### src/rtl/receive_instr_if.sv
// ----------------------------------------------------------------------------
// receive_instr_if
// Bundles the transmitter handshake, the buffer read port and the load status
// of receive_instr.
//   slave  : receive_instr side (drives syn, read data and status)
//   master : transmitter / host side (drives start, instr, ack, last, raddr)
// Signals:
//   r_i_start  load request            r_o_syn    one-cycle request for a word
//   r_i_instr  instruction word        r_i_ack    r_i_instr is valid
//   r_i_last   final word of stream    r_i_raddr  buffer read address
//   r_o_rdata  registered read data    r_o_busy   load in progress
//   r_o_done   load ended on last      r_o_err    load aborted
//   r_o_count  words stored by current/last load
// ----------------------------------------------------------------------------
interface receive_instr_if #(
  parameter int IWIDTH = 32,
  parameter int AWIDTH = 6
);
  logic              r_i_start;
  logic              r_o_syn;
  logic [IWIDTH-1:0] r_i_instr;
  logic              r_i_ack;
  logic              r_i_last;
  logic [AWIDTH-1:0] r_i_raddr;
  logic [IWIDTH-1:0] r_o_rdata;
  logic              r_o_busy;
  logic              r_o_done;
  logic              r_o_err;
  logic [AWIDTH-1:0] r_o_count;

  modport slave (
    input  r_i_start, r_i_instr, r_i_ack, r_i_last, r_i_raddr,
    output r_o_syn, r_o_rdata, r_o_busy, r_o_done, r_o_err, r_o_count
  );

  modport master (
    output r_i_start, r_i_instr, r_i_ack, r_i_last, r_i_raddr,
    input  r_o_syn, r_o_rdata, r_o_busy, r_o_done, r_o_err, r_o_count
  );
endinterface

### src/rtl/receive_instr.sv
// ----------------------------------------------------------------------------
// receive_instr
// Pulls an instruction stream word by word from a transmitter into a local
// buffer. Each word is requested with a one-cycle syn pulse and accepted on
// ack; the load ends on last (done), on an ack timeout or on buffer overflow
// (err). The buffer is readable at any time through a registered read port.
// Ports:
//   r_clk  clock (rising edge)
//   r_rst  asynchronous active-low reset
//   bus    receive_instr_if.slave (handshake, read port, status)
// ----------------------------------------------------------------------------
module receive_instr #(
  parameter int IWIDTH  = 32,
  parameter int DEPTH   = 36,
  parameter int AWIDTH  = 6,
  parameter int TIMEOUT = 16
) (
  input  logic          r_clk,
  input  logic          r_rst,
  receive_instr_if.slave bus
);

  localparam int TWIDTH = $clog2(TIMEOUT + 1);

  typedef enum logic [1:0] {
    S_IDLE,
    S_REQ,
    S_WAIT,
    S_END
  } state_t;

  state_t            r_state, w_state_nxt;
  logic [AWIDTH-1:0] r_count, w_count_nxt;
  logic [TWIDTH-1:0] r_timer, w_timer_nxt;
  logic              r_done,  w_done_nxt;
  logic              r_err,   w_err_nxt;
  logic              w_we;
  logic [IWIDTH-1:0] r_mem [DEPTH];
  logic [IWIDTH-1:0] r_rdata;

  // Next-state and datapath control.
  always_comb begin
    // NOTE: every signal gets a default before the case so no path leaves it
    // unassigned; otherwise synthesis infers a latch to hold the old value.
    w_state_nxt = r_state;
    w_count_nxt = r_count;
    w_timer_nxt = r_timer;
    w_done_nxt  = r_done;
    w_err_nxt   = r_err;
    w_we        = 1'b0;

    unique case (r_state)
      // done/err persist in END until the next start clears them.
      S_IDLE, S_END: begin
        if (bus.r_i_start) begin
          w_state_nxt = S_REQ;
          w_count_nxt = '0;
          w_done_nxt  = 1'b0;
          w_err_nxt   = 1'b0;
        end
      end

      S_REQ: begin
        w_timer_nxt = '0;
        w_state_nxt = S_WAIT;
      end

      S_WAIT: begin
        if (bus.r_i_ack) begin
          if (r_count == AWIDTH'(DEPTH)) begin
            // Buffer full: there is no slot for this word, drop it.
            w_state_nxt = S_END;
            w_err_nxt   = 1'b1;
          end else begin
            w_we        = 1'b1;
            w_count_nxt = r_count + 1'b1;
            if (bus.r_i_last) begin
              w_state_nxt = S_END;
              w_done_nxt  = 1'b1;
            end else begin
              w_state_nxt = S_REQ;
            end
          end
        end else begin
          // Timer counts ack-less WAIT cycles; the TIMEOUT-th one aborts.
          w_timer_nxt = r_timer + 1'b1;
          if (w_timer_nxt == TWIDTH'(TIMEOUT)) begin
            w_state_nxt = S_END;
            w_err_nxt   = 1'b1;
          end
        end
      end

      default: w_state_nxt = S_IDLE;
    endcase
  end

  // State and control registers.
  always_ff @(posedge r_clk or negedge r_rst) begin
    if (!r_rst) begin
      r_state <= S_IDLE;
      r_count <= '0;
      r_timer <= '0;
      r_done  <= 1'b0;
      r_err   <= 1'b0;
    end else begin
      // NOTE: sequential state uses non-blocking assignment so every register
      // samples pre-edge values regardless of statement order.
      r_state <= w_state_nxt;
      r_count <= w_count_nxt;
      r_timer <= w_timer_nxt;
      r_done  <= w_done_nxt;
      r_err   <= w_err_nxt;
    end
  end

  // NOTE: the buffer has no reset so it maps onto plain RAM; its contents
  // also survive resets and later loads, which the host may rely on.
  always_ff @(posedge r_clk) begin
    if (w_we) begin
      r_mem[r_count] <= bus.r_i_instr;
    end
  end

  // Registered read; a same-edge write is not yet visible, so old data wins.
  always_ff @(posedge r_clk or negedge r_rst) begin
    if (!r_rst) begin
      r_rdata <= '0;
    end else if (bus.r_i_raddr < AWIDTH'(DEPTH)) begin
      r_rdata <= r_mem[bus.r_i_raddr];
    end else begin
      r_rdata <= '0;
    end
  end

  assign bus.r_o_syn   = (r_state == S_REQ);
  assign bus.r_o_busy  = (r_state == S_REQ) || (r_state == S_WAIT);
  assign bus.r_o_done  = r_done;
  assign bus.r_o_err   = r_err;
  assign bus.r_o_count = r_count;
  assign bus.r_o_rdata = r_rdata;

endmodule
### src/flat_wrapper.sv
// flat-port wrapper written by rule: the top's interface ports become plain ports
module receive_instr_flat 
#(
  parameter int IWIDTH  = 32,
  parameter int DEPTH   = 36,
  parameter int AWIDTH  = 6,
  parameter int TIMEOUT = 16
)
  (r_clk, r_rst, bus_r_i_start, bus_r_i_instr, bus_r_i_ack, bus_r_i_last, bus_r_i_raddr, bus_r_o_syn, bus_r_o_rdata, bus_r_o_busy, bus_r_o_done, bus_r_o_err, bus_r_o_count);
  receive_instr_if #(.IWIDTH(IWIDTH), .AWIDTH(AWIDTH)) bus_i ();
  input  logic r_clk;
  input  logic r_rst;
  input wire logic [$bits(bus_i.r_i_start)-1:0] bus_r_i_start;
  input wire logic [$bits(bus_i.r_i_instr)-1:0] bus_r_i_instr;
  input wire logic [$bits(bus_i.r_i_ack)-1:0] bus_r_i_ack;
  input wire logic [$bits(bus_i.r_i_last)-1:0] bus_r_i_last;
  input wire logic [$bits(bus_i.r_i_raddr)-1:0] bus_r_i_raddr;
  output wire logic [$bits(bus_i.r_o_syn)-1:0] bus_r_o_syn;
  output wire logic [$bits(bus_i.r_o_rdata)-1:0] bus_r_o_rdata;
  output wire logic [$bits(bus_i.r_o_busy)-1:0] bus_r_o_busy;
  output wire logic [$bits(bus_i.r_o_done)-1:0] bus_r_o_done;
  output wire logic [$bits(bus_i.r_o_err)-1:0] bus_r_o_err;
  output wire logic [$bits(bus_i.r_o_count)-1:0] bus_r_o_count;
  assign bus_i.r_i_start = bus_r_i_start;
  assign bus_i.r_i_instr = bus_r_i_instr;
  assign bus_i.r_i_ack = bus_r_i_ack;
  assign bus_i.r_i_last = bus_r_i_last;
  assign bus_i.r_i_raddr = bus_r_i_raddr;
  assign bus_r_o_syn = bus_i.r_o_syn;
  assign bus_r_o_rdata = bus_i.r_o_rdata;
  assign bus_r_o_busy = bus_i.r_o_busy;
  assign bus_r_o_done = bus_i.r_o_done;
  assign bus_r_o_err = bus_i.r_o_err;
  assign bus_r_o_count = bus_i.r_o_count;
  receive_instr #(.IWIDTH(IWIDTH), .DEPTH(DEPTH), .AWIDTH(AWIDTH), .TIMEOUT(TIMEOUT)) u_core (.r_clk(r_clk), .r_rst(r_rst), .bus(bus_i));
endmodule
### config.mk
export PLATFORM = sky130hd
export DESIGN_NAME = receive_instr_flat
export DESIGN_NICKNAME = d
export VERILOG_FILES = /design/src/rtl/receive_instr_if.sv /design/src/rtl/receive_instr.sv /design/src/flat_wrapper.sv
export SDC_FILE = /design/constraint.sdc
export NUM_CORES = 1
export LEC_CHECK = 0
export ABC_AREA = 1
export CAP_MARGIN = 30
export CORE_AREA = 2 2 264 462
export DETAILED_ROUTE_END_ITERATION = 8
export DIE_AREA = 0 0 266 464
export HOLD_SLACK_MARGIN = 0.05
export PLACE_DENSITY = 0.59
export SYNTH_ARGS = -nofsm -noshare
export SYNTH_HDL_FRONTEND = slang
export SYNTH_SLANG_ARGS = --single-unit
### constraint.sdc
create_clock -name r_clk -period 3.2 [get_ports r_clk]
set_clock_uncertainty 0.1 [all_clocks]
set_input_delay 0.48 -clock r_clk [delete_from_list [all_inputs] [get_ports r_clk]]
set_output_delay 0.48 -clock r_clk [all_outputs]
set_load 0.05 [all_outputs]
==> metrics.yaml, run 1 <==
synth_compound_area_frac: 0.0385
grt_setup_unrepaired: "false"
cp_slowest_stage_delay_ns: 0.80
synth_area_mm2: 0.0488
viasPerCell: 5.28
syn_avg_cell_area_um2: 11.4
final_layout_size_suffix_gt1_frac: 0.0933
outcome: "completed"
ys.flop_type: "edfxtp_1"
final-setup-viol-count: 0
drv_slew: 0
setup.worst_path.start_class: "flop"
fp-row-count: 168
cts_max_level: 3
die_y_um: 464
nNetsFinal: 4474
path_cells: "inv_1, ha_1, inv_1, clkdlybuf4s50_1"
worstPathArrival_ns: 2.38
slew-limit-headroom: 0.407
yosysUniqueCellTypes: 29
placed_cells: 5849
ant_nets: 0
synth_cells: 4268
synth_top_family_by_area: "simple AND/OR/NAND/NOR gates"
routedWlPerCell_um: 23.9
fin_cells: 6042
cpMostUsedCell: "inv_1"
grt_pass1_wl_um: 208000
vias: 31900
crit_buf_inv: 3
track_usage: 0.233
max_freq_mhz: 338
die_area_mm2: 0.123
worstMarginPinSlew_ns: 0.890
required_ns: 2.62
fin_area_mm2: 0.0564
io_pins: 85
synth_seq_cells: 1199
hp-class: "in2async"
antenna_found_initial: 3
synth_top_cell_by_area: "edfxtp_1"
fillers: 10700
port_buffers: 84
grt_overflow: 0
synth_top_area_frac: 0.708
synth_commonest_cells: "nand2_1, edfxtp_1, nand3_1, nor2_1, inv_1"
path_clk_slew_ns: 0.07
die_w_um: 266
synth_adder_area_share: 0.00154
totalWireLength_um: 145000
crit_path_end_kind: "primary output"
grt_pass1_vias: 31600
synthXorXnorAreaFrac: 0.000717
ctsResizeCount: 0
synth_warnings: 0
dpl_cell_area_mm2: 0.0531
period_share: 0.923
clk_latency_ns: 0.71
place_congestion: 0.868
clockRootBuffer: "clkbuf_16"
max-cap-violations: 0
cts_sinks: 1199
crit_slowest_cell: "clkdlybuf4s50_1"
yosysSeqAreaShare: 0.732
min_period_ns: 2.96
synth_edf_count: 1152
cts_tree: "yes"
cts-buffers-inserted: 103
synthSimpleGateAreaFrac: 0.184
synth.most_common_cell: "nand2_1"
initial_core_util: 0.409
crit_family: "buffers and inverters"
synth_nets: 4317
setup-tns-final_ns: 0
core_mm2: 0.119
ir_worst_vdd_mv: 0.508
synthTopCellsByArea: "edfxtp_1, nand2_1, nand3_1, nor2_1, dfrtp_1"
remaining_drc_errors: 0
p_total_mw: 32.9
drt_iter0_markers: 2726
drt-pass1-iter-count: 6
power.leakage_nw: 20.9
worstPathMaxFanout: 4
muxShareOfSynthArea: 0
syn_to_final_growth_pct: 15.5
worstSetupPathType: "reg2out"
power_density_mw_per_mm2: 582
post_cts_buffers: 0
grt_max_degree: 107
synthArstFlopShare: 0.0392
clk_path_buf_depth: 3
dp_hpwl_um: 88900
hold_violations: 0
-- routing by layer --
metal / global-route usage / up-vias / routed length, um / part of all wire
met2: 0.430 / 1073 / 77300 / 0.53
met5: 0 / - / 0 / 0
met4: 0.131 / 0 / 8550 / 0.059
met3: 0.0258 / 295 / 7160 / 0.049
li1: - / 14900 / - / -
met1: 0.259 / 15700 / 51500 / 0.36
-- report_power, final --
| part | switching, mW | total (mW) | internal, mW |
|---|---|---|---|
| combinational | 2.21 | 3.00 | 0.787 |
| sequential | 0.0696 | 17.4 | 17.3 |
| clock | 5.77 | 12.5 | 6.68 |
-- placed cells by master, fill, tap and decap left out, drive strengths merged --
cell type / Yosys / layout
nand2: 1309 / 1309
edfxtp: 1152 / 1152
nand3: 480 / 480
nor2: 424 / 424
inv: 235 / 245
o21ai: 220 / 220
buf: 131 / 213
clkbuf: 109 / 124
a21oi: 102 / 102
clkdlybuf4s50: 0 / 78
dfrtp: 47 / 47
clkinv: 2 / 46
o221ai: 14 / 14
o22ai: 11 / 11
nand4: 8 / 8
o211ai: 7 / 7
bufinv: 0 / 7
ha: 6 / 6
clkinvlp: 0 / 6
xor2: 4 / 4
or2: 2 / 2
o31ai: 2 / 2
diode: 0 / 1
nor3: 1 / 1
a22o: 1 / 1
nand3b: 1 / 1
dlygate4sd3: 0 / 1
-- area by class of cell --
type | instances | area (um2) | share of cell area
diodes | 1 | 2.50 | 0.0000444
clock buffers | 124 | 2720 | 0.0482
clock inverters | 67 | 591 | 0.0105
inverters | 237 | 906 | 0.0161
multi-input cells | 2592 | 11300 | 0.200
flip-flops and latches | 1199 | 35800 | 0.634
well taps | 1530 | 1910 | 0.0339
repair buffers | 292 | 3250 | 0.0576
-- metrics by stage --
step / setup WS (ns) / util / hold slack, ns
2_1_floorplan: -0.245 / - / 0.0844
3_3_place_gp: 0.172 / 0.445 / 0.391
3_5_place_dp: 0.183 / 0.445 / 0.355
4_1_cts: 0.178 / 0.472 / 0.115
5_1_grt: 0.164 / 0.473 / 0.171
6_report: 0.245 / 0.473 / 0.135
-- flip-flops by register name, summed over array words and instances (netlist names) --
| register | cells |
|---|---|
| u_core.r_state | 2 |
| u_core.r_timer | 5 |
| u_core.bus.r_o_err | 1 |
| u_core.r_mem | 1152 |
| u_core.bus.r_o_done | 1 |
| u_core.bus.r_o_rdata | 32 |
| u_core.bus.r_o_count | 6 |
-- repair_timing --
action | in CTS | in global routing
setup endpoints to repair | 0 | 0
hold buffers | 1 | 0
hold endpoints to repair | 39 | 0
-- path summary, 6_finish.rpt --
path / from / to / slack, ns / cells after the start
setup / recovery: u_core.r_state[0]$_DFFE_PN0P_ / bus_r_o_busy / 0.24 / 4
hold / removal: r_rst / u_core.bus.r_o_rdata[13]$_DFF_PN0_ / 0.13 / 2
setup reg to reg: u_core.r_state[0]$_DFFE_PN0P_ / u_core.r_mem[1][24]$_DFFE_PP_ / 0.45 / 8
hold reg to reg: u_core.r_timer[4]$_DFFE_PN0P_ / u_core.r_timer[4]$_DFFE_PN0P_ / 0.41 / 2
max in group asynchronous: r_rst / u_core.bus.r_o_rdata[15]$_DFF_PN0_ / 2.17 / 4
min in group r_clk: bus_r_i_last / u_core.bus.r_o_done$_DFFE_PN0P_ / 0.27 / 3
-- kinds of logic after synthesis --
family	after synthesis
AOI/OAI and AO/OA	357
xor gates and xnor gates	4
adders and majority gates	6
buffers and inverters	477
DFF	1199
and+or+nand+nor	2225
Note: power is estimated with default switching activity, not from simulation.
==> run 2, diff against run 1 <==
--- a/config.mk
+++ b/config.mk
@@ -12,6 +12,8 @@
 export DIE_AREA = 0 0 266 464
 export HOLD_SLACK_MARGIN = 0.05
 export PLACE_DENSITY = 0.59
+export REMOVE_ABC_BUFFERS = 1
 export SYNTH_ARGS = -nofsm -noshare
 export SYNTH_HDL_FRONTEND = slang
 export SYNTH_SLANG_ARGS = --single-unit
+export TNS_END_PERCENT = 1
==> metrics.yaml, run 2 (same netlist as run 1, synthesis figures left out) <==
die_w_um: 266  # unchanged
grt_setup_unrepaired: "false"
max-cap-violations: 0  # unchanged
holdWs_ns: 0.200  # +0.0651 ns
min_period_ns: 2.97  # +0.0107 ns
seq_area_mm2: 0.0358  # unchanged
multi_input_area_mm2: 0.0113  # about the same
setup.worst_path.start_class: "flop"
io_pins: 85  # unchanged
final-setup-viol-count: 0  # unchanged
period_share: 0.927  # +0.00334
worstMarginPinSlew_ns: 0.893  # +0.00298 ns
remaining_drc_errors: 0  # unchanged
cts_max_level: 3  # unchanged
drv_slew: 0  # unchanged
required_ns: 2.62  # about the same
worstReg2RegEnd: "u_core.r_mem[23][23]$_DFFE_PP_"
cpMostUsedCell: "inv_1"
dp_hpwl_um: 78600  # -12%
path_clk_slew_ns: 0.07  # about the same
crit_path_end_kind: "primary output"
final_common_cell: "nand2_1"
ant_nets: 0  # unchanged
outcome: "completed"
post-route-util: 0.470  # -0.00215
syn_to_final_growth_pct: 15.0
drt_iter0_markers: 2846  # +4.4%
worstPathMaxFanout: 4  # unchanged
path_cells: "inv_1, ha_1, inv_1, clkdlybuf4s50_1"
vias: 31600  # -1.0%
reg2regPathDepth: 8  # unchanged
drt-pass1-iter-count: 6  # unchanged
initial_core_util: 0.409  # unchanged
hold_violations: 0  # unchanged
clk_path_buf_depth: 3  # unchanged
cp_slowest_stage_delay_ns: 0.80  # about the same
place_congestion: 0.839  # -3.4%
routedWlPerCell_um: 21.9  # -8.3%
crit_slowest_cell: "clkdlybuf4s50_1"
max_freq_mhz: 337  # -0.36%
crit-reg2reg-launch: "u_core.bus.r_o_count[0]$_DFFE_PN0P_"
viasPerCell: 5.25  # -0.55%
grt_max_degree: 112  # +4.7%
grt_overflow: 0  # unchanged
track_usage: 0.213  # -0.0201
cts_tree: "yes"
grt_pass1_vias: 30700  # -2.7%
nNetsFinal: 4441  # -0.74%
power.leakage_nw: 20.8  # -0.52%
clockRootBuffer: "clkbuf_16"
dpl_cell_area_mm2: 0.0526  # -0.91%
hp-class: "in2async"
port_buffers: 84  # unchanged
totalWireLength_um: 132000  # -8.7%
setup-tns-final_ns: 0  # unchanged
power_density_mw_per_mm2: 594  # +1.9%
antenna_found_initial: 3  # unchanged
core_mm2: 0.119  # unchanged
p_total_mw: 33.3  # +1.5%
regMostFlops: "u_core.r_mem"
die_area_mm2: 0.123  # unchanged
grt_pass1_wl_um: 196000  # -5.9%
ir_worst_vdd_mv: 0.595  # +17%
worstSetupPathType: "reg2out"
cts-buffers-inserted: 104  # +0.97%
clk_latency_ns: 0.72  # about the same
cts_sinks: 1199  # unchanged
die_y_um: 464  # unchanged
largest_reg_flops: 1152  # unchanged
layout_common_cells: "nand2_1, edfxtp_1, nand3_1"
slew-limit-headroom: 0.405  # -0.00199
fp-row-count: 168  # unchanged
fin_area_mm2: 0.0562  # -0.45%
final_layout_size_suffix_gt1_frac: 0.0884  # -0.00497
post_cts_buffers: 0  # unchanged
fillers: 10600  # -1.3%
worstPathArrival_ns: 2.39  # about the same
rrSetupSlack_ns: 0.47  # +0.02 ns
[run 2: cell count changes in the layout (fill, tap and decap cells not counted), sizes merged]
cell / delta
inv: -6
clkdlybuf4s50: -12
diode: +1
clkinvlp: -1
buf: -22
clkinv: +1
clkbuf: +1
bufinv: +10
[run 2: repair_timing]
action | 4_1_cts | 5_1_grt
endpoints found under the hold margin | 47 | 0
hold buffers | 1 | 0
gates resized for setup | 0 | 0
[run 2: per-layer routing]
metal  global-route usage  wire length, um
met1                0.276            54500
met5                    0                0
met3               0.0228             6830
met2                0.366            66100
met4               0.0840             4480
[run 2: area by class of cell]
type / count / area share
inverter: 237 / 0.0161
multi-input combinational: 2592 / 0.201
timing repair buffer: 258 / 0.0492
sequential: 1199 / 0.637
clock buffer: 125 / 0.0481
clock inverter: 71 / 0.0148
tap: 1530 / 0.0341
antenna: 2 / 0.0000891
[run 2: worst max path at each step]
stage / slack (ns) / startpoint / end / cells after the start
finish: 0.23 / u_core.r_state[0]$_DFFE_PN0P_ / bus_r_o_busy / 4
global route: 0.16 / u_core.r_state[0]$_DFFE_PN0P_ / bus_r_o_busy / 4
CTS: 0.17 / u_core.r_state[0]$_DFFE_PN0P_ / bus_r_o_busy / 4
detailed placement: 0.40 / bus_r_i_ack / u_core.r_mem[23][13]$_DFFE_PP_ / 6
global placement: 0.42 / bus_r_i_raddr[0] / u_core.bus.r_o_rdata[5]$_DFF_PN0_ / 11
floorplan: -2.16 / bus_r_i_raddr[0] / u_core.bus.r_o_rdata[11]$_DFF_PN0_ / 7
[run 2: report_power, final]
group	switching [mW]	internal, mW	total (mW)
clock	5.75	7.43	13.2
combinational	1.99	0.744	2.74
sequential	0.0814	17.3	17.4
total	7.82	25.5	33.3
[run 2: metrics by stage]
stage               instances  setup slack [ns]
floorplan                4028             -2.16
global placement         5814             0.415
detailed placement       5815             0.402
CTS                      6012             0.172
global route             6013             0.158
finish                   6014             0.234
[run 2: worst max-delay path, delay by kind of cell (launching register included)]
family     cells  cell delay [ns]
fa+ha+maj      1             0.32
buf+inv        3             0.95
flops          1             0.40
